`config.mk`:
```
export PLATFORM = sky130hd
export DESIGN_NAME = alu_multicycle
export DESIGN_NICKNAME = d
export VERILOG_FILES = /design/src/rtl/alu_pkg.sv /design/src/rtl/alu_muldiv_iter.sv /design/src/rtl/alu_multicycle.sv
export SDC_FILE = /design/constraint.sdc
export NUM_CORES = 1
export LEC_CHECK = 0
export ABC_AREA = 1
export CAP_MARGIN = 20
export CORE_MARGIN = 2
export CORE_UTILIZATION = 45
export CTS_CLUSTER_DIAMETER = 60
export DETAILED_ROUTE_END_ITERATION = 8
export MAX_ROUTING_LAYER = met4
export PLACE_DENSITY = 0.76
export SLEW_MARGIN = 20
export SYNTH_ARGS = -nofsm -noshare
export SYNTH_HDL_FRONTEND = slang
export SYNTH_SLANG_ARGS = --single-unit
```
`constraint.sdc`:
```
create_clock -name clk -period 2.5 [get_ports clk]
set_clock_uncertainty 0.15 [all_clocks]
set_input_delay 0.625 -clock clk [delete_from_list [all_inputs] [get_ports clk]]
set_output_delay 0.625 -clock clk [all_outputs]
set_load 0.1 [all_outputs]
```
`src/rtl/alu_pkg.sv`:
```
// Shared definitions for the multicycle ALU.
// Holds the opcode encodings, the control FSM state type and a helper that
// decides whether an operation runs on the iterative mul/div datapath.
package alu_pkg;

  localparam logic [3:0] ALU_ADD   = 4'd0;
  localparam logic [3:0] ALU_SUB   = 4'd1;
  localparam logic [3:0] ALU_MUL   = 4'd2;
  localparam logic [3:0] ALU_DIV   = 4'd3;
  localparam logic [3:0] ALU_INC   = 4'd4;
  localparam logic [3:0] ALU_DEC   = 4'd5;
  localparam logic [3:0] ALU_PASSA = 4'd6;
  localparam logic [3:0] ALU_PASSB = 4'd7;
  localparam logic [3:0] ALU_AND   = 4'd8;
  localparam logic [3:0] ALU_OR    = 4'd9;
  localparam logic [3:0] ALU_XOR   = 4'd10;
  localparam logic [3:0] ALU_NOT   = 4'd11;
  localparam logic [3:0] ALU_SHL   = 4'd12;
  localparam logic [3:0] ALU_SHR   = 4'd13;
  localparam logic [3:0] ALU_NAND  = 4'd14;
  localparam logic [3:0] ALU_NOR   = 4'd15;

  typedef enum logic [1:0] {
    StIdle = 2'd0,
    StCalc = 2'd1,
    StDone = 2'd2
  } alu_state_e;

  // Division by zero short-circuits to a one-cycle all-ones result, so only a
  // non-zero divisor needs the iterative datapath.
  function automatic logic needs_iter(input logic [3:0] op, input logic b_zero,
                                      input logic fast_mul);
    return ((op == ALU_DIV) && !b_zero) || ((op == ALU_MUL) && !fast_mul);
  endfunction

endpackage

```
`src/rtl/alu_muldiv_iter.sv`:
```
// Iterative unsigned shift-add multiplier / restoring divider.
// Runs exactly WIDTH iterations after start_i.
//   clk, rst_n : clock, asynchronous active-low reset
//   start_i    : load operands (a_i, b_i) and mode (is_div_i)
//   done_o     : high during the cycle whose closing edge performs the last iteration
//   result_o   : mul -> full product; div -> {remainder, quotient}
module alu_muldiv_iter #(
  parameter int unsigned WIDTH = 16
) (
  input  logic               clk,
  input  logic               rst_n,
  input  logic               start_i,
  input  logic               is_div_i,
  input  logic [WIDTH-1:0]   a_i,
  input  logic [WIDTH-1:0]   b_i,
  output logic               done_o,
  output logic [2*WIDTH-1:0] result_o
);

  localparam int unsigned CntW = $clog2(WIDTH);
  localparam logic [CntW-1:0] LastCnt = CntW'(WIDTH - 1);

  logic             busy_q, busy_d;
  logic             is_div_q, is_div_d;
  logic [CntW-1:0]  cnt_q, cnt_d;
  // hi: running partial product / remainder; lo: multiplier / dividend-quotient
  logic [WIDTH-1:0] hi_q, hi_d;
  logic [WIDTH-1:0] lo_q, lo_d;
  logic [WIDTH-1:0] opnd_q, opnd_d;  // multiplicand or divisor

  logic [WIDTH:0]   mul_sum;
  logic [WIDTH:0]   div_shift;
  logic [WIDTH:0]   div_trial;

  always_comb begin
    busy_d   = busy_q;
    is_div_d = is_div_q;
    cnt_d    = cnt_q;
    hi_d     = hi_q;
    lo_d     = lo_q;
    opnd_d   = opnd_q;

    mul_sum   = {1'b0, hi_q} + (lo_q[0] ? {1'b0, opnd_q} : '0);
    div_shift = {hi_q, lo_q[WIDTH-1]};
    div_trial = div_shift - {1'b0, opnd_q};

    if (start_i) begin
      busy_d   = 1'b1;
      is_div_d = is_div_i;
      cnt_d    = '0;
      hi_d     = '0;
      lo_d     = is_div_i ? a_i : b_i;
      opnd_d   = is_div_i ? b_i : a_i;
    end else if (busy_q) begin
      if (is_div_q) begin
        // Restore (keep the shifted value) when the trial subtraction underflows.
        if (div_trial[WIDTH]) begin
          hi_d = div_shift[WIDTH-1:0];
          lo_d = {lo_q[WIDTH-2:0], 1'b0};
        end else begin
          hi_d = div_trial[WIDTH-1:0];
          lo_d = {lo_q[WIDTH-2:0], 1'b1};
        end
      end else begin
        hi_d = mul_sum[WIDTH:1];
        lo_d = {mul_sum[0], lo_q[WIDTH-1:1]};
      end
      cnt_d = cnt_q + 1'b1;
      if (cnt_q == LastCnt) begin
        busy_d = 1'b0;
      end
    end
  end

  always_ff @(posedge clk or negedge rst_n) begin
    if (!rst_n) begin
      busy_q   <= 1'b0;
      is_div_q <= 1'b0;
      cnt_q    <= '0;
      hi_q     <= '0;
      lo_q     <= '0;
      opnd_q   <= '0;
    end else begin
      busy_q   <= busy_d;
      is_div_q <= is_div_d;
      cnt_q    <= cnt_d;
      hi_q     <= hi_d;
      lo_q     <= lo_d;
      opnd_q   <= opnd_d;
    end
  end

  assign done_o   = busy_q && (cnt_q == LastCnt);
  assign result_o = {hi_q, lo_q};

endmodule

```
`src/rtl/alu_multicycle.sv`:
```
// Multicycle ALU with an IDLE/CALC/DONE handshake.
//   clk, rst_n        : clock, asynchronous active-low reset
//   start_i / ready_o : request accepted when both high
//   a_i, b_i, opcode_i: operands and operation, latched on accept
//   out_alu_o         : 2*WIDTH registered result, held until the next done
//   done_o            : one-cycle pulse when result and flags update
//   *_flag_o          : unsigned compare flags of the latched operands
//   div_by_zero_o     : set with done for div by 0, cleared on next accept
module alu_multicycle
  import alu_pkg::*;
#(
  parameter int unsigned WIDTH    = 16,
  parameter int unsigned FAST_MUL = 0
) (
  input  logic               clk,
  input  logic               rst_n,
  input  logic               start_i,
  output logic               ready_o,
  input  logic [WIDTH-1:0]   a_i,
  input  logic [WIDTH-1:0]   b_i,
  input  logic [3:0]         opcode_i,
  output logic [2*WIDTH-1:0] out_alu_o,
  output logic               done_o,
  output logic               z_a_flag_o,
  output logic               z_b_flag_o,
  output logic               a_bigger_flag_o,
  output logic               b_bigger_flag_o,
  output logic               eq_flag_o,
  output logic               div_by_zero_o
);

  localparam int unsigned W2 = 2 * WIDTH;

  alu_state_e       state_q, state_d;
  logic [WIDTH-1:0] a_q, b_q;
  logic [3:0]       op_q;
  logic             is_iter_q;
  logic [W2-1:0]    out_alu_q;
  logic             done_q;
  logic [4:0]       flags_q;  // {z_a, z_b, a_bigger, b_bigger, eq}
  logic             dbz_q;

  logic             accept;
  logic             iter_req;
  logic             iter_start;
  logic             iter_done;
  logic [W2-1:0]    iter_res;
  logic [W2-1:0]    comb_res;
  logic [W2-1:0]    result;
  logic [WIDTH:0]   sum_w;
  logic [WIDTH:0]   diff_w;

  assign accept     = (state_q == StIdle) && start_i;
  assign iter_req   = needs_iter(opcode_i, (b_i == '0), (FAST_MUL != 0));
  assign iter_start = accept && iter_req;

  alu_muldiv_iter #(
    .WIDTH (WIDTH)
  ) u_muldiv (
    .clk      (clk),
    .rst_n    (rst_n),
    .start_i  (iter_start),
    .is_div_i (opcode_i == ALU_DIV),
    .a_i      (a_i),
    .b_i      (b_i),
    .done_o   (iter_done),
    .result_o (iter_res)
  );

  // Single-cycle operations, evaluated on the latched operands while in DONE.
  always_comb begin
    comb_res = '0;
    sum_w    = {1'b0, a_q} + {1'b0, b_q};
    // Top bit of the widened difference is the borrow (a < b).
    diff_w   = {1'b0, a_q} - {1'b0, b_q};
    unique case (op_q)
      ALU_ADD:   comb_res = {{(WIDTH-1){1'b0}}, sum_w};
      ALU_SUB:   comb_res = {{(WIDTH-1){1'b0}}, diff_w};
      ALU_MUL:   comb_res = (FAST_MUL != 0) ? (W2'(a_q) * W2'(b_q)) : '0;
      ALU_DIV:   comb_res = '1;  // only reached with b == 0
      ALU_INC:   comb_res = {{WIDTH{1'b0}}, a_q + 1'b1};
      ALU_DEC:   comb_res = {{WIDTH{1'b0}}, a_q - 1'b1};
      ALU_PASSA: comb_res = {{WIDTH{1'b0}}, a_q};
      ALU_PASSB: comb_res = {{WIDTH{1'b0}}, b_q};
      ALU_AND:   comb_res = {{WIDTH{1'b0}}, a_q & b_q};
      ALU_OR:    comb_res = {{WIDTH{1'b0}}, a_q | b_q};
      ALU_XOR:   comb_res = {{WIDTH{1'b0}}, a_q ^ b_q};
      ALU_NOT:   comb_res = {{WIDTH{1'b0}}, ~a_q};
      ALU_SHL:   comb_res = {{WIDTH{1'b0}}, a_q[WIDTH-2:0], 1'b0};
      ALU_SHR:   comb_res = {{WIDTH{1'b0}}, 1'b0, a_q[WIDTH-1:1]};
      ALU_NAND:  comb_res = {{WIDTH{1'b0}}, ~(a_q & b_q)};
      ALU_NOR:   comb_res = {{WIDTH{1'b0}}, ~(a_q | b_q)};
      default:   comb_res = '0;
    endcase
    result = is_iter_q ? iter_res : comb_res;
  end

  always_comb begin
    state_d = state_q;
    unique case (state_q)
      StIdle: begin
        if (start_i) begin
          state_d = iter_req ? StCalc : StDone;
        end
      end
      StCalc: begin
        if (iter_done) begin
          state_d = StDone;
        end
      end
      StDone:  state_d = StIdle;
      default: state_d = StIdle;
    endcase
  end

  always_ff @(posedge clk or negedge rst_n) begin
    if (!rst_n) begin
      state_q   <= StIdle;
      a_q       <= '0;
      b_q       <= '0;
      op_q      <= ALU_ADD;
      is_iter_q <= 1'b0;
      out_alu_q <= '0;
      done_q    <= 1'b0;
      flags_q   <= '0;
      dbz_q     <= 1'b0;
    end else begin
      state_q <= state_d;
      done_q  <= (state_q == StDone);
      if (accept) begin
        a_q       <= a_i;
        b_q       <= b_i;
        op_q      <= opcode_i;
        is_iter_q <= iter_req;
        dbz_q     <= 1'b0;
      end
      if (state_q == StDone) begin
        out_alu_q <= result;
        flags_q   <= {a_q == '0, b_q == '0, a_q > b_q, b_q > a_q, a_q == b_q};
        dbz_q     <= (op_q == ALU_DIV) && (b_q == '0);
      end
    end
  end

  assign ready_o         = (state_q == StIdle);
  assign out_alu_o       = out_alu_q;
  assign done_o          = done_q;
  assign z_a_flag_o      = flags_q[4];
  assign z_b_flag_o      = flags_q[3];
  assign a_bigger_flag_o = flags_q[2];
  assign b_bigger_flag_o = flags_q[1];
  assign eq_flag_o       = flags_q[0];
  assign div_by_zero_o   = dbz_q;

endmodule

```
# [Word level (Yosys, flattened, before mapping)]
# Index checks and enable logic that the tools add are counted.
[classes] n_bitwise=6 magnitude_cmp=2 reduce_logical=15 eq_ne=23 muxes=24 n_addsub=7
[ops] operator="32-bit case mux with 16 select lines" count=1
[ops] operator="16-bit two-way mux" count=10
[ops] operator="16-bit zero test" count=3
[ops] operator="16-bit NOT" count=3
[ops] operator="4-bit == test, second input constant" count=9
[ops] operator="16-bit greater-than comparator" count=2
[ops] operator="32-bit two-way mux" count=1
[ops] operator="16-bit by 16-bit adder with 17-bit output" count=1
[ops] operator="16-bit by 17-bit adder with 17-bit output" count=1
[ops] operator="16-bit by 16-bit subtractor with 17-bit output" count=1
[ops] operator="17-bit by 16-bit subtractor with 17-bit output" count=1
[ops] operator="16-bit by 1-bit adder with 16-bit output, second input constant" count=1
[ops] operator="16-bit AND" count=1
[ops] operator="16-bit == test" count=1
[ops] operator="4-bit by 2-bit == test with 1-bit output, second input constant" count=4
[ops] operator="4-bit by 3-bit == test with 1-bit output, second input constant" count=4
[ops] operator="16-bit OR" count=1
[ops] operator="16-bit by 1-bit subtractor with 16-bit output, second input constant" count=1
[ops] operator="16-bit bitwise XOR" count=1
[ops] operator="4-bit two-way mux" count=2
[ops] operator="1-bit two-way mux" count=6
[ops] operator="2-bit two-way mux" count=3
[ops] operator="1-bit logical AND" count=5
[ops] operator="4-bit by 1-bit adder with 4-bit output, second input constant" count=1
[ops] operator="11 further kinds" count=13
[totals] regBits=132 input_bits=39 out_inout_bits=40

# [Logic depth before layout (Yosys ltp)]
# Gate-level depths: netlist of run 1.
[logic_depth] depth_word=7 mapped_depth=23 mapped_depth_nobuf=22

# [Modules after synthesis]
# From an unflattened synthesis of run 1, not the netlist that was laid out.
[hier_totals] hier_cells=1875 area_unflattened_um2=12236.7
[by_module_without_submodules] module="alu_multicycle" cells_per_inst=1099 area_per_inst_um2=7258.2 instances=1 seq_area_each_um2=1951.9
[by_module_without_submodules] module="alu_muldiv_iter" cells_per_inst=776 area_per_inst_um2=4978.5 instances=1 seq_area_each_um2=1351.3

# [Least setup slack after synthesis of run 1]
# Ideal clock, no wire load.
[synth_timing] path_type="flip-flop to flip-flop" from="reg state_q[0]" to="reg u_muldiv.lo_q[10]" required_ps=2211 stages_incl_launch_ff=9 setup_time_ps=139 n_path_buf=2 period_less_slack_ps=3366 slack_ps=-866 arrival_ps=3077 path_cell_list="dfrtp_1 > nor2_1 > nand2_1 > nor2_1 > inv_1 > nand2_1 > buf_2 > buf_2 > o221ai_1"
[synth_between] elab_chain_len=4 word_cells_on_any_way=5
[synth_rtl] element="start: declaration" line="alu_multicycle.sv:34" text="alu_state_e state_q, state_d;"
[synth_rtl] element="start signal: assignment" line="alu_multicycle.sv:118" text="state_q <= StIdle;"
[synth_rtl] element="start signal: assignment" line="alu_multicycle.sv:128" text="state_q <= state_d;"
[synth_rtl] element="2-bit zero test (*)"
[synth_rtl] element="via ready_o" line="alu_multicycle.sv:18" text="output logic ready_o,"
[synth_rtl] element="1-bit logical AND (*)" line="alu_multicycle.sv:53" text="assign accept = (state_q == StIdle) && start_i;"
[synth_rtl] element="1-bit logical AND (*)" line="alu_multicycle.sv:55" text="assign iter_start = accept && iter_req;"
[synth_rtl] element="16-bit two-way mux / 2-bit nonzero test (equally long branches)"
[synth_rtl] element="end signal: assignment" line="alu_muldiv_iter.sv:88" text="lo_q <= lo_d;"
[synth_rtl] element="end: declaration" line="alu_muldiv_iter.sv:28" text="logic [WIDTH-1:0] lo_q, lo_d;"
# Mark *: on every way through the listed nets, which the timed path passes. The rest lies on a longest branch.
# A chain may end at the register's enable or synchronous reset.

# [Worst setup path after layout of run 1]
[layout_timing] from="reg u_muldiv.lo_q[15]" to="reg u_muldiv.hi_q[7]"
[layout_between] elab_chain_len=5
[layout_rtl] element="17-bit by 16-bit subtractor with 17-bit output" line="alu_muldiv_iter.sv:45" text="div_trial = div_shift - {1'b0, opnd_q};"
[layout_rtl] element="16-bit two-way mux" line="alu_muldiv_iter.sv:57" text="if (div_trial[WIDTH]) begin"
[layout_rtl] element="16-bit two-way mux" line="alu_muldiv_iter.sv:55" text="if (is_div_q) begin"
[layout_rtl] element="16-bit two-way mux" line="alu_muldiv_iter.sv:54" text="end else if (busy_q) begin"
[layout_rtl] element="16-bit two-way mux" line="alu_muldiv_iter.sv:47" text="if (start_i) begin"
[layout_rtl] element="end signal: assignment" line="alu_muldiv_iter.sv:87" text="hi_q <= hi_d;"
[layout_rtl] element="end: declaration" line="alu_muldiv_iter.sv:27" text="logic [WIDTH-1:0] hi_q, hi_d;"
# No other way between the ends. The select of a mux whose other input is x is not followed.

==> results.py, run 1 <==
metrics = {
    "run_status": {
        "status": "finished with violations",
        "failed_checks": "setup timing",
    },
    "synth": {
        "synth_cells": 1784,
        "ys_warn_count": 0,
        "syn_area_mm2": 0.0119,
        "synthTopCellsByArea": "dfrtp_1 (28%), nand2_1 (14%), ha_1 (8.6%)",
        "yosys_register_bits": 132,
        "sequential_area_share_after_synthesis_pct": 27.8,
        "syn_nets": 1909,
        "postSynthAreaPerCell_um2": 6.65,
        "synth-edff-count": 0,
        "synth_top_area_cell": "dfrtp_1",
        "ys.flop_type": "dfrtp_1",
        "post_synth_top_area_share_pct": 27.8,
        "ys_async_sr_fraction_pct": 100,
        "yosysUniqueCellTypes": 55,
    },
    "setup_path": {
        "cp-end-kind": "flop",
        "worstPathRequired_ps": 2730,
        "worst_setup_path_start_kind": "flop",
        "worst-path-max-fanout": 7,
        "r2r_slack_ps": -90,
        "reg2reg_depth": 18,
        "critical_path.endpoint": "u_muldiv.hi_q[7]",
        "worstSetupPathType": "reg2reg",
        "worst_ep_arrival_time_ps": 2820,
        "r2r-end": "u_muldiv.hi_q[7]",
        "crit_path_start": "u_muldiv.lo_q[15]",
        "worstReg2RegStart": "u_muldiv.lo_q[15]",
    },
    "floorplan": {
        "fp.coreArea_mm2": 0.0260,
        "fp-row-count": 59,
        "dieWidth_um": 166,
        "die-height_um": 166,
        "start_util_pct": 45.7,
        "design.portCount": 79,
        "fp.dieArea_mm2": 0.0277,
    },
    "cts": {
        "cts.sinks": 132,
        "cts_max_path_buffers": 2,
        "cts_htree_levels": 4,
        "clk_pin_slew_worst_paths_ps": 70,
        "clk_root_buffer_cell": "clkbuf_16",
        "tritoncts.num_buffers": 17,
        "clock_latency_ps": 440,
        "cts_tree": "done",
    },
    "timing": {
        "relative_max_transition_margin_pct": 55.7,
        "tightestPinTransition_ps": 664,
        "finalWorstSetupSlack_ps": -88.1,
        "achievable_frequency_mhz": 386,
        "grt_setup_unrepaired": "yes",
        "final_min_period_over_clock_period_pct": 104,
        "final_number_of_setup_violating_endpoints": 15,
        "final_hold_viol_count": 0,
        "final_period_minus_worst_setup_slack_ps": 2590,
        "slew_viol_final": 0,
        "holdWs_ps": 331,
    },
    "layout": {
        "final_layout_size_suffix_gt1_share_pct": 30.3,
        "most-common-layout-cells": "nand2_1 (389), buf_4 (366), inv_1 (220)",
        "area.growth.synth_to_final_pct": 44.7,
        "fillers": 2230,
        "post_layout_nonfiller_instances": 2518,
        "final_antenna_diode_count": 0,
        "leading_cell_type_in_the_layout_fill_and_taps_excluded": "nand2_1",
        "final_net_count": 2295,
    },
    "placed_design": {
        "dp_hpwl_mm": 42.1,
        "place.detailed.instances": 2448,
        "final_weighted_congestion_of_routability_driven_global_placement": 1.06,
        "portBuffers": 78,
    },
    "grt": {
        "overflow": 0,
        "gr-usage-all-layers_pct": 39.1,
        "grt_start_max_net_pins": 49,
        "grt_pass1_wl_mm": 81.3,
        "antenna_found_initial": 0,
        "number_of_global_route_vias_before_repair": 14100,
    },
    "route": {
        "dr.first_iter.drc_count": 1834,
        "route.detailed.drc": 0,
        "drt-wirelength-per-cell_um": 21.6,
        "vias": 14900,
        "drt-pass1-iter-count": 9,
        "postRouteWirelength_mm": 54.5,
        "final_antenna_net_count": 0,
        "avgViaCountPerCell": 5.91,
    },
    "min_path": {
        "timing.hold.worst_path_depth": 2,
        "hold_path_class": "reg2reg",
    },
    "run": {
        "cap_viol_max_count": 0,
    },
}
flip-flops by register name, summed over array words and instances, names as in the netlist:
register and cells:
a_q 16, b_q 16, div_by_zero_o 1, done_o 1
flags_q 5, is_iter_q 1, op_q 4, out_alu_o 32
state_q 2, u_muldiv.busy_q 1, u_muldiv.cnt_q 4, u_muldiv.hi_q 16
u_muldiv.is_div_q 1, u_muldiv.lo_q 16, u_muldiv.opnd_q 16
critical path: stages (launching register included):
cell	delay, ps
dfrtp_1	400
inv_2	100
ha_4	140
inv_2	40
fa_2	360
nand2_4	90
nand2_4	50
o21ai_4	70
o21ai_2	90
nand3_1	90
nand2_2	80
nand3_4	90
nand2_4	70
nand2_4	90
nand2_4	80
buf_12	140
o211ai_1	180
nand3_1	140
nand2_1	80
worst min-delay path by stage:
stage | endpoint | start | slack (ps)
after floorplan | a_q[0] | rst_n | 180
after global placement | out_alu_o[15] | out_alu_o[15] | 320
after detailed placement | out_alu_o[15] | out_alu_o[15] | 320
after CTS | flags_q[3] | flags_q[3] | 340
after global routing | out_alu_o[15] | out_alu_o[15] | 360
final | flags_q[3] | flags_q[3] | 330
per-layer routing:
metal	track usage, %	share of wire, %
met1	51.2	40
met2	59.7	44
met3	6.55	9.9
met4	17.4	5.6
met5	-	0
per-stage QoR:
step	setup WS, ps	util (%)	cell area, um^2	setup TNS (ps)
finish	-88.1	66.1	17200	-451
global route	-165	66.1	17200	-3060
CTS	-36.3	62.9	16400	-142
detailed placement	-239	58.6	15200	-9100
global placement	-180	58.6	15200	-6880
floorplan	2.64	-	11900	0
Yosys cell counts, types with 3 or more instances:
| master | number |
|---|---|
| a21o_1 | 5 |
| a21oi_1 | 135 |
| a221oi_1 | 5 |
| a31oi_1 | 4 |
| a41oi_1 | 5 |
| buf_2 | 9 |
| clkbuf_1 | 53 |
| clkinv_1 | 6 |
| dfrtp_1 | 132 |
| fa_1 | 4 |
| ha_1 | 82 |
| inv_1 | 244 |
| inv_2 | 5 |
| nand2_1 | 437 |
| nand2_2 | 3 |
| nand2_4 | 5 |
| nand3_1 | 106 |
| nand3b_1 | 5 |
| nand4_1 | 20 |
| nor2_1 | 140 |
| nor3_1 | 28 |
| nor4_1 | 15 |
| o2111ai_1 | 16 |
| o211ai_1 | 28 |
| o21ai_0 | 157 |
| o21ai_1 | 5 |
| o21ai_2 | 3 |
| o21bai_1 | 7 |
| o221ai_1 | 19 |
| o22ai_1 | 36 |
| o31ai_1 | 8 |
| or2_2 | 8 |
| xnor2_1 | 7 |
| xor2_1 | 11 |
cell families after synthesis:
family / count (synthesis) / synth area share (%)
adder cells (fa/ha/maj): 86 / 9.32
AND/OR/NAND/NOR: 777 / 28.1
XOR/XNOR: 22 / 2.07
AO/OA/AOI/OAI: 442 / 21.9
buffers and inverters: 323 / 10.6
multiplexers: 2 / 0.169
flip-flops: 132 / 27.8
area by class of cell:
class	instances	area, um^2	share of cell area [%]
clock buffers	20	457	2.66
multi-input cells	1329	8250	48.1
repair buffers	435	3610	21.0
inverters	255	961	5.60
flip-flops and latches	132	3310	19.3
well taps	335	419	2.44
clock inverters	12	168	0.976
repair_timing:
| item | 4_1_cts | 5_1_grt |
|---|---|---|
| setup buffers | 25 | 15 |
| cloned | 0 | 1 |
| setup endpoints to repair | 32 | 35 |
| endpoints found under the hold margin | 31 | 0 |
| pin swaps | 28 | 72 |
| hold buffers | 1 | 0 |
| gates resized for setup | 92 | 186 |
Power of run 1 is left out: the tool's default activity adds up to more than one toggle a clock period on the data nets, which glitch-free logic cannot reach.
==> inputs of run 2 (changes only) <==
- SETUP_SLACK_MARGIN: not set -> 0.4
==> run 2 against run 1 <==
The run still ends with setup timing left. Sequential cell count did not move. Critical path depth rose by 1. Design area rose by 2.8%. Register-to-register slack barely moved. Largest cell class unchanged. Highest routed layer unchanged.
==> results.py, run 2 (synthesized netlist as in run 1, its figures left out) <==
metrics = {
    "run_status": {
        "status": "finished with violations",
        "failed_checks": "setup timing",
    },
    "placed_design": {
        "final_weighted_congestion_of_routability_driven_global_placement": 1.05,
        "pre_cts_ws_ps": -155,
        "dp_hpwl_mm": 39.7,
        "portBuffers": 78,
        "place.detailed.instances": 2394,
    },
    "timing": {
        "relative_max_transition_margin_pct": 52.2,
        "final_period_minus_worst_setup_slack_ps": 2590,
        "finalWorstSetupSlack_ps": -86.5,
        "final_min_period_over_clock_period_pct": 103,
        "final_hold_viol_count": 0,
        "grt_setup_unrepaired": "yes",
        "slew_viol_final": 0,
        "final_number_of_setup_violating_endpoints": 14,
        "fin_setup_tns_ps": -485,
        "tightestPinTransition_ps": 716,
        "achievable_frequency_mhz": 387,
    },
    "route": {
        "postRouteWirelength_mm": 53.1,
        "route.detailed.drc": 0,
        "dr.first_iter.drc_count": 1807,
        "final_antenna_net_count": 0,
        "avgViaCountPerCell": 5.96,
        "drt-pass1-iter-count": 6,
        "vias": 14900,
        "drt-wirelength-per-cell_um": 21.3,
    },
    "min_path": {
        "timing.hold.worst_path_depth": 2,
        "hold_path_class": "reg2reg",
        "hold_start": "out_alu_o[13]",
        "min_to": "out_alu_o[13]",
    },
    "setup_path": {
        "reg2reg_depth": 19,
        "worst-path-max-fanout": 5,
        "critical-path-max-stage-delay_ps": 380,
        "critical-path-top-delay-family": "simple AND/OR/NAND/NOR gates",
        "crit_chain": "inv_2 > ha_4 > inv_2 > fa_2 > nand2_2 > nand2_2 > o21ai_2 > o21ai_2 > nand3_1 > nand2_2 > nand3_4 > nand2_4 > nand2_4 > nand2_8 > buf_6 > nand3_2 > nand3_2 > nand3_2 > nand2_1",
        "worstReg2RegStart": "u_muldiv.lo_q[15]",
        "cp-end-kind": "flop",
        "r2r_slack_ps": -90,
        "worst_ep_arrival_time_ps": 2760,
        "cp.buffers_inverters": 3,
        "r2r-end": "u_muldiv.hi_q[2]",
        "worst_setup_path_start_kind": "flop",
        "worstSetupPathType": "reg2reg",
        "worstPathRequired_ps": 2680,
        "crit_path_top_delay_cell": "dfrtp_1",
    },
    "layout": {
        "fillers": 2130,
        "postLayoutCoreUtil_pct": 68.0,
        "final_antenna_diode_count": 0,
        "largest_register_ff_count": 32,
        "leading_cell_type_in_the_layout_fill_and_taps_excluded": "nand2_1",
        "final_net_count": 2273,
        "final_layout_size_suffix_gt1_share_pct": 34.4,
        "most-common-layout-cells": "nand2_1 (368), buf_4 (327), inv_1 (197)",
        "post_layout_nonfiller_instances": 2496,
        "area.growth.synth_to_final_pct": 48.8,
    },
    "grt": {
        "overflow": 0,
        "grt_pass1_wl_mm": 79.5,
        "number_of_global_route_vias_before_repair": 14000,
        "gr-usage-all-layers_pct": 38.0,
        "grt_start_max_net_pins": 54,
        "antenna_found_initial": 0,
    },
    "cts": {
        "cts_tree": "done",
        "cts_htree_levels": 4,
        "tritoncts.num_buffers": 17,
        "clock_latency_ps": 440,
        "cts.sinks": 132,
        "cts_max_path_buffers": 2,
        "clk_pin_slew_worst_paths_ps": 60,
        "clk_root_buffer_cell": "clkbuf_16",
    },
    "floorplan": {
        "start_util_pct": 45.7,
        "fp.dieArea_mm2": 0.0277,
        "fp.coreArea_mm2": 0.0260,
        "dieWidth_um": 166,
        "die-height_um": 166,
        "design.portCount": 79,
        "fp-row-count": 59,
    },
    "run": {
        "cap_viol_max_count": 0,
    },
}
## run 2: changes by cell type in the layout (fill, tap and decap cells not counted), moves of 15 or more
cell,delta
nand2_1,-21
nand2_2,+18
buf_4,-39
inv_1,-23
nand3_2,+15
## run 2: per-layer routing
metal	share of wire [%]	routed length (um)	up-vias	track usage, %
met4	5.8	3090	0	18.7
met5	0	0	-	-
li1	-	-	6729	-
met3	11	5810	219	7.46
met2	43	23000	977	55.9
met1	40	21300	6942	50.0
## run 2: per-stage QoR
stage               area (um^2)  hold slack, ps
finish                    17700             331
global route              17700             349
CTS                       16800             332
detailed placement        15100             322
global placement          15100             318
floorplan                 12200             179
## run 2: worst max path at each step
stage	start	end	slack, ps	cells past startpoint
2_1_floorplan	op_q[0]	out_alu_o[14]	140	23
3_3_place_gp	opcode_i[1]	u_muldiv.opnd_q[7]	-120	9
3_5_place_dp	opcode_i[3]	u_muldiv.opnd_q[7]	-150	8
4_1_cts	b_q[0]	out_alu_o[14]	60	17
5_1_grt	u_muldiv.opnd_q[0]	u_muldiv.hi_q[2]	-180	17
6_report	u_muldiv.lo_q[15]	u_muldiv.hi_q[2]	-90	19
## run 2: layout make-up
cell class | count | area, um^2 | area share, %
clock buffers | 19 | 443 | 2.51
clock inverters | 13 | 149 | 0.843
inverters | 255 | 1000 | 5.67
multi-input cells | 1331 | 8700 | 49.3
flip-flops and latches | 132 | 3320 | 18.8
well taps | 335 | 419 | 2.37
repair buffers | 411 | 3630 | 20.6
## run 2: timing repair
| action | CTS | global route |
|---|---|---|
| hold buffers | 1 | 0 |
| endpoints found under the hold margin | 38 | 0 |
| setup buffers | 37 | 26 |
| pin swaps | 82 | 73 |
| setup endpoints to repair | 60 | 59 |
| gates cloned | 3 | 3 |
| gates resized for setup | 197 | 153 |
## run 2: worst min-delay path, stage by stage, from the launching register on
cell and delay [ps]:
dfrtp_1 350, nand2_1 60, nand2_1 50
Power of run 2 is left out for the same reason.
